===== src/rtl/mac_acc_tc.sv =====
// Multiply-accumulate tail: sums a run of signed 32-bit products into an ACC_W-bit accumulator.
// Optional build macro MAC_ACC_SAT_EN clamps on signed overflow instead of wrapping.
module mac_acc_tc #(
    parameter int ACC_W = 40
) (
    input  logic             clk,
    input  logic             rst,
    input  logic             start,
    input  logic [7:0]       len,
    input  logic             in_valid,
    output logic             in_ready,
    input  logic [31:0]      product,
    output logic             out_valid,
    input  logic             out_ready,
    output logic [ACC_W-1:0] acc_out,
    output logic             busy,
    output logic             ovf
);

    typedef enum logic [1:0] {
        S_IDLE = 2'd0,
        S_ACC  = 2'd1,
        S_DONE = 2'd2
    } state_e;

    localparam logic [ACC_W-1:0] POS_MAX = {1'b0, {(ACC_W-1){1'b1}}};
    localparam logic [ACC_W-1:0] NEG_MIN = {1'b1, {(ACC_W-1){1'b0}}};

    state_e           state_q, state_d;
    logic [7:0]       cnt_q, cnt_d;
    logic [ACC_W-1:0] acc_q, acc_d;
    logic             ovf_q, ovf_d;
    logic             in_ready_q, in_ready_d;
    logic             out_valid_q, out_valid_d;
    logic             busy_q, busy_d;

    logic [ACC_W-1:0] prod_ext;
    logic [ACC_W-1:0] sum;
    logic             add_ovf;
    logic [ACC_W-1:0] add_res;

    // Overflow only when both operands share a sign and the result sign flips.
    always_comb begin
        prod_ext = ACC_W'($signed(product));
        sum      = acc_q + prod_ext;
        add_ovf  = (acc_q[ACC_W-1] == product[31]) && (sum[ACC_W-1] != acc_q[ACC_W-1]);
`ifdef MAC_ACC_SAT_EN
        add_res  = add_ovf ? (product[31] ? NEG_MIN : POS_MAX) : sum;
`else
        add_res  = sum;
`endif
    end

    always_comb begin
        // NOTE: every _d gets a default first so no path leaves it unassigned (no latch).
        state_d = state_q;
        cnt_d   = cnt_q;
        acc_d   = acc_q;
        ovf_d   = ovf_q;
        unique case (state_q)
            S_IDLE: begin
                if (start) begin
                    cnt_d   = len;
                    acc_d   = '0;
                    ovf_d   = 1'b0;
                    state_d = (len != 8'd0) ? S_ACC : S_DONE;
                end
            end
            S_ACC: begin
                if (in_valid && in_ready_q) begin
                    acc_d = add_res;
                    ovf_d = ovf_q | add_ovf;
                    cnt_d = cnt_q - 8'd1;
                    if (cnt_q == 8'd1) state_d = S_DONE;
                end
            end
            S_DONE: begin
                if (out_ready) state_d = S_IDLE;
            end
            default: state_d = S_IDLE;
        endcase
        in_ready_d  = (state_d == S_ACC);
        out_valid_d = (state_d == S_DONE);
        busy_d      = (state_d != S_IDLE);
    end

    // NOTE: sequential state uses non-blocking assignments only, so all registers update together.
    always_ff @(posedge clk) begin
        if (rst) begin
            state_q     <= S_IDLE;
            cnt_q       <= '0;
            acc_q       <= '0;
            ovf_q       <= 1'b0;
            in_ready_q  <= 1'b0;
            out_valid_q <= 1'b0;
            busy_q      <= 1'b0;
        end else begin
            state_q     <= state_d;
            cnt_q       <= cnt_d;
            acc_q       <= acc_d;
            ovf_q       <= ovf_d;
            in_ready_q  <= in_ready_d;
            out_valid_q <= out_valid_d;
            busy_q      <= busy_d;
        end
    end

    assign in_ready  = in_ready_q;
    assign out_valid = out_valid_q;
    assign busy      = busy_q;
    assign acc_out   = acc_q;
    assign ovf       = ovf_q;

endmodule


===== config.mk =====
export PLATFORM = sky130hd
export DESIGN_NAME = mac_acc_tc
export DESIGN_NICKNAME = d
export VERILOG_FILES = /design/src/rtl/mac_acc_tc.sv
export SDC_FILE = /design/constraint.sdc
export NUM_CORES = 1
export LEC_CHECK = 0
export CORE_ASPECT_RATIO = 0.5
export CORE_UTILIZATION = 57
export DETAILED_ROUTE_END_ITERATION = 7
export PLACE_DENSITY = 0.95
export RECOVER_POWER = 50
export REMOVE_ABC_BUFFERS = 1
export SETUP_SLACK_MARGIN = 0.4
export SLEW_MARGIN = 5
export SYNTH_ARGS = -nofsm -noshare
export SYNTH_HDL_FRONTEND = slang
export SYNTH_SLANG_ARGS = --single-unit

===== constraint.sdc =====
create_clock -name clk -period 5.8 [get_ports clk]
set_input_delay 0.58 -clock clk [delete_from_list [all_inputs] [get_ports clk]]
set_output_delay 0.58 -clock clk [all_outputs]
set_load 0.01 [all_outputs]

==> flow_summary.json <==
{
  "cts_tree": "yes",
  "cp.required_ns": 5.98,
  "total_power_mw": 1.01,
  "final.setup.tns_ns": 0,
  "combPwrFrac": 0.212,
  "slew_violations": 0,
  "cts_resized": 0,
  "antenna_found_initial": 0,
  "crit_type": "in -> reg",
  "p_clk_frac": 0.394,
  "rsz0062_at_grt": "false",
  "grt_max_degree": 39,
  "route.detailed.drc": 5,
  "p_seq_frac": 0.394,
  "syn_area_um2": 4360,
  "clockBufferDepth": 2,
  "dpl-instance-area_um2": 5260,
  "ys_types": 80,
  "p_per_area_nw_per_um2": 185,
  "yosys_most_used_dff": "dfxtp_1",
  "drt_iter0_drc": 396,
  "clk_pin_slew_worst_paths_ns": 0.07,
  "dr.pass1.iters": 7,
  "hold_viol_final": 0,
  "place.gp.congestion": 0.893,
  "ys_ff_latch": 54,
  "design_area_um2": 5450,
  "drt_wl_total_um": 11900,
  "ys_seq_area_frac": 0.248,
  "path_buf_inv": 2,
  "drive_gt1_frac": 0.0649,
  "hold_ws_ns": 0.467,
  "wire_per_inst_um": 16.3,
  "p_int_mw": 0.730,
  "vias_per_cell": 6.31,
  "syn_avg_cell_area_um2": 7.89,
  "cts_setup_buffers": 0,
  "fmax_ghz": 0.292,
  "utilization": 0.742,
  "skew_ns": 0.0103,
  "io_buffer_count": 88,
  "diodes": 0,
  "cp_top_family": "compound AO/OA/AOI/OAI gates",
  "die_height_um": 63.8,
  "num_vias": 4595,
  "worst_pin_slew_ns": 0.870,
  "core_area_um2": 7350,
  "area_growth_pct": 25.1,
  "status": "complete, but fails checks",
  "swShare": 0.275,
  "slowest_delay_ns": 0.58,
  "grt.total_usage": 0.295,
  "finalCritPeriodShare": 0.590,
  "dieArea_um2": 8020,
  "setup_viol": 0,
  "insertion_delay_ns": 0.30,
  "p_switching_mw": 0.277,
  "async_flop_share": 0,
  "place_ws_ns": 2.20,
  "cts_root_buffer": "clkbuf_16",
  "crit_chain": "clkdlybuf4s50_1 > ha_1 > inv_1 > fa_1 > nor2b_1 > o31a_2 > o21ai_1 > a2111oi_2 > nor2_1 > o211ai_2 > a311o_1 > o211ai_1",
  "io_pins": 89,
  "max_slew_margin": 0.418,
  "synth-edff-count": 0,
  "grt_pass1_wl_um": 19400,
  "critPathArrivalTime_ns": 3.61,
  "dp_hpwl_um": 8790,
  "num_rows": 22,
  "fp.dieW_um": 126,
  "maxCapViolations": 0,
  "final.setup.worst_slack_ns": 2.38,
  "grt_pass1_vias": 4146,
  "grt_remaining_overflow": 0,
  "start_kind": "input pin",
  "postCtsHoldBufs": 0,
  "hp-class": "reg -> reg",
  "nNetsFinal": 718,
  "crit_path_end_kind": "flip-flop",
  "cts_max_level": 2,
  "failed_checks": "design-rule violations",
  "critPathMaxFanout": 5,
  "reg2reg_slack_ns": 2.78,
  "dp.cells": 720,
  "synth_cells": 552,
  "period_needed_ns": 3.42,
  "fillCellCount": 573,
  "initial_core_util": 0.593,
  "drtAntennaViolNets": 0,
  "vdd_drop_max_v": 0.000123,
  "ys_warn_count": 0,
  "crit_slowest_cell": "a2111oi_2",
  "clock-sinks": 54,
  "instances_no_fill": 728,
  "cts-buffers-inserted": 5,
  "p_leak_nw": 2.34
}
[sequential cells by signal (all words and copies together) (netlist names)]
| signal | flops |
|---|---|
| cnt_q | 8 |
| in_ready | 1 |
| ovf | 1 |
| state_q | 2 |
| out_valid | 1 |
| busy | 1 |
| acc_out | 40 |
[path summary, 6_finish.rpt]
| kind | cells past startpoint | start | endpoint |
|---|---|---|---|
| max | 12 | product[0] | acc_out[34]$_SDFFE_PP0P_ |
| min | 2 | ovf$_SDFFE_PP0P_ | ovf$_SDFFE_PP0P_ |
| max reg2reg | 11 | acc_out[0]$_SDFFE_PP0P_ | acc_out[34]$_SDFFE_PP0P_ |
| min reg2reg | 2 | ovf$_SDFFE_PP0P_ | ovf$_SDFFE_PP0P_ |
[cell usage in the layout, fill, tap and decap left out, types with 16 or more instances in the layout]
master | netlist | routed
nand2_1 | 69 | 69
nor2_1 | 55 | 55
dfxtp_1 | 54 | 54
a21oi_1 | 53 | 53
clkdlybuf4s50_1 | 0 | 44
dlygate4sd3_1 | 0 | 44
ha_1 | 41 | 41
o21ai_0 | 34 | 34
xnor2_1 | 23 | 23
inv_1 | 16 | 16
[power by group through the flow]
stage	Clock [mW]	Combinational [mW]	Sequential (mW)
4_1_cts	0.397	0.213	0.397
3_3_place_gp	0	0.205	0.405
6_report	0.397	0.213	0.397
5_1_grt	0.416	0.232	0.399
2_1_floorplan	0	0.121	0.407
3_5_place_dp	0	0.211	0.405
[logic make-up (layout without fill, tap and decap cells)]
logic type | after synthesis | in the layout | synth area share
AO/OA/AOI/OAI | 204 | 204 | 0.326
XOR/XNOR | 29 | 29 | 0.0583
adder cells (fa/ha/maj) | 42 | 42 | 0.122
buffers and inverters | 35 | 115 | 0.0419
flip-flops | 54 | 54 | 0.248
multiplexers | 2 | 2 | 0.00488
AND/OR/NAND/NOR | 186 | 186 | 0.199
[layout make-up]
cell class,count,area [um2],area share
inverter,16,60.1,0.0110
clock inverter,3,68.8,0.0126
tap,96,120,0.0220
multi-input combinational,463,3090,0.567
sequential,54,1080,0.198
clock buffer,5,125,0.0229
timing repair buffer,91,903,0.166
[layer usage]
layer	wire [um]	GRT usage	vias to the layer above
li1	-	-	2214
met4	157	0.0747	0
met5	0	0	-
met3	871	0.0503	23
met1	5380	0.390	2132
met2	5470	0.502	226
[Yosys cell counts (5+ instances only)]
cell type	number	area share
nand2_1	69	0.059
and3_1	7	0.010
ha_1	41	0.12
or3_1	7	0.010
o21ai_0	34	0.039
a21o_1	11	0.019
o21a_1	5	0.0086
nor3_1	11	0.013
inv_1	16	0.014
a22oi_1	12	0.021
dfxtp_1	54	0.25
nand3_1	7	0.0080
nor2_1	55	0.047
o211ai_1	12	0.021
xor2_1	6	0.012
o21ai_1	7	0.0080
a211oi_1	12	0.021
clkbuf_1	12	0.010
nor2b_1	5	0.0072
o21bai_1	6	0.010
xnor2_1	23	0.046
a21oi_1	53	0.061
a21o_2	5	0.010
[worst register-to-register path, cell delays in order, from the launching register on]
cell,delay [ns]
dfxtp_1,0.35
ha_1,0.21
inv_1,0.07
fa_1,0.41
nor2b_1,0.17
o31a_2,0.20
o21ai_1,0.15
a2111oi_2,0.58
nor2_1,0.14
o211ai_2,0.32
a311o_1,0.23
o211ai_1,0.08
Note: power is estimated with default switching activity, not from simulation.
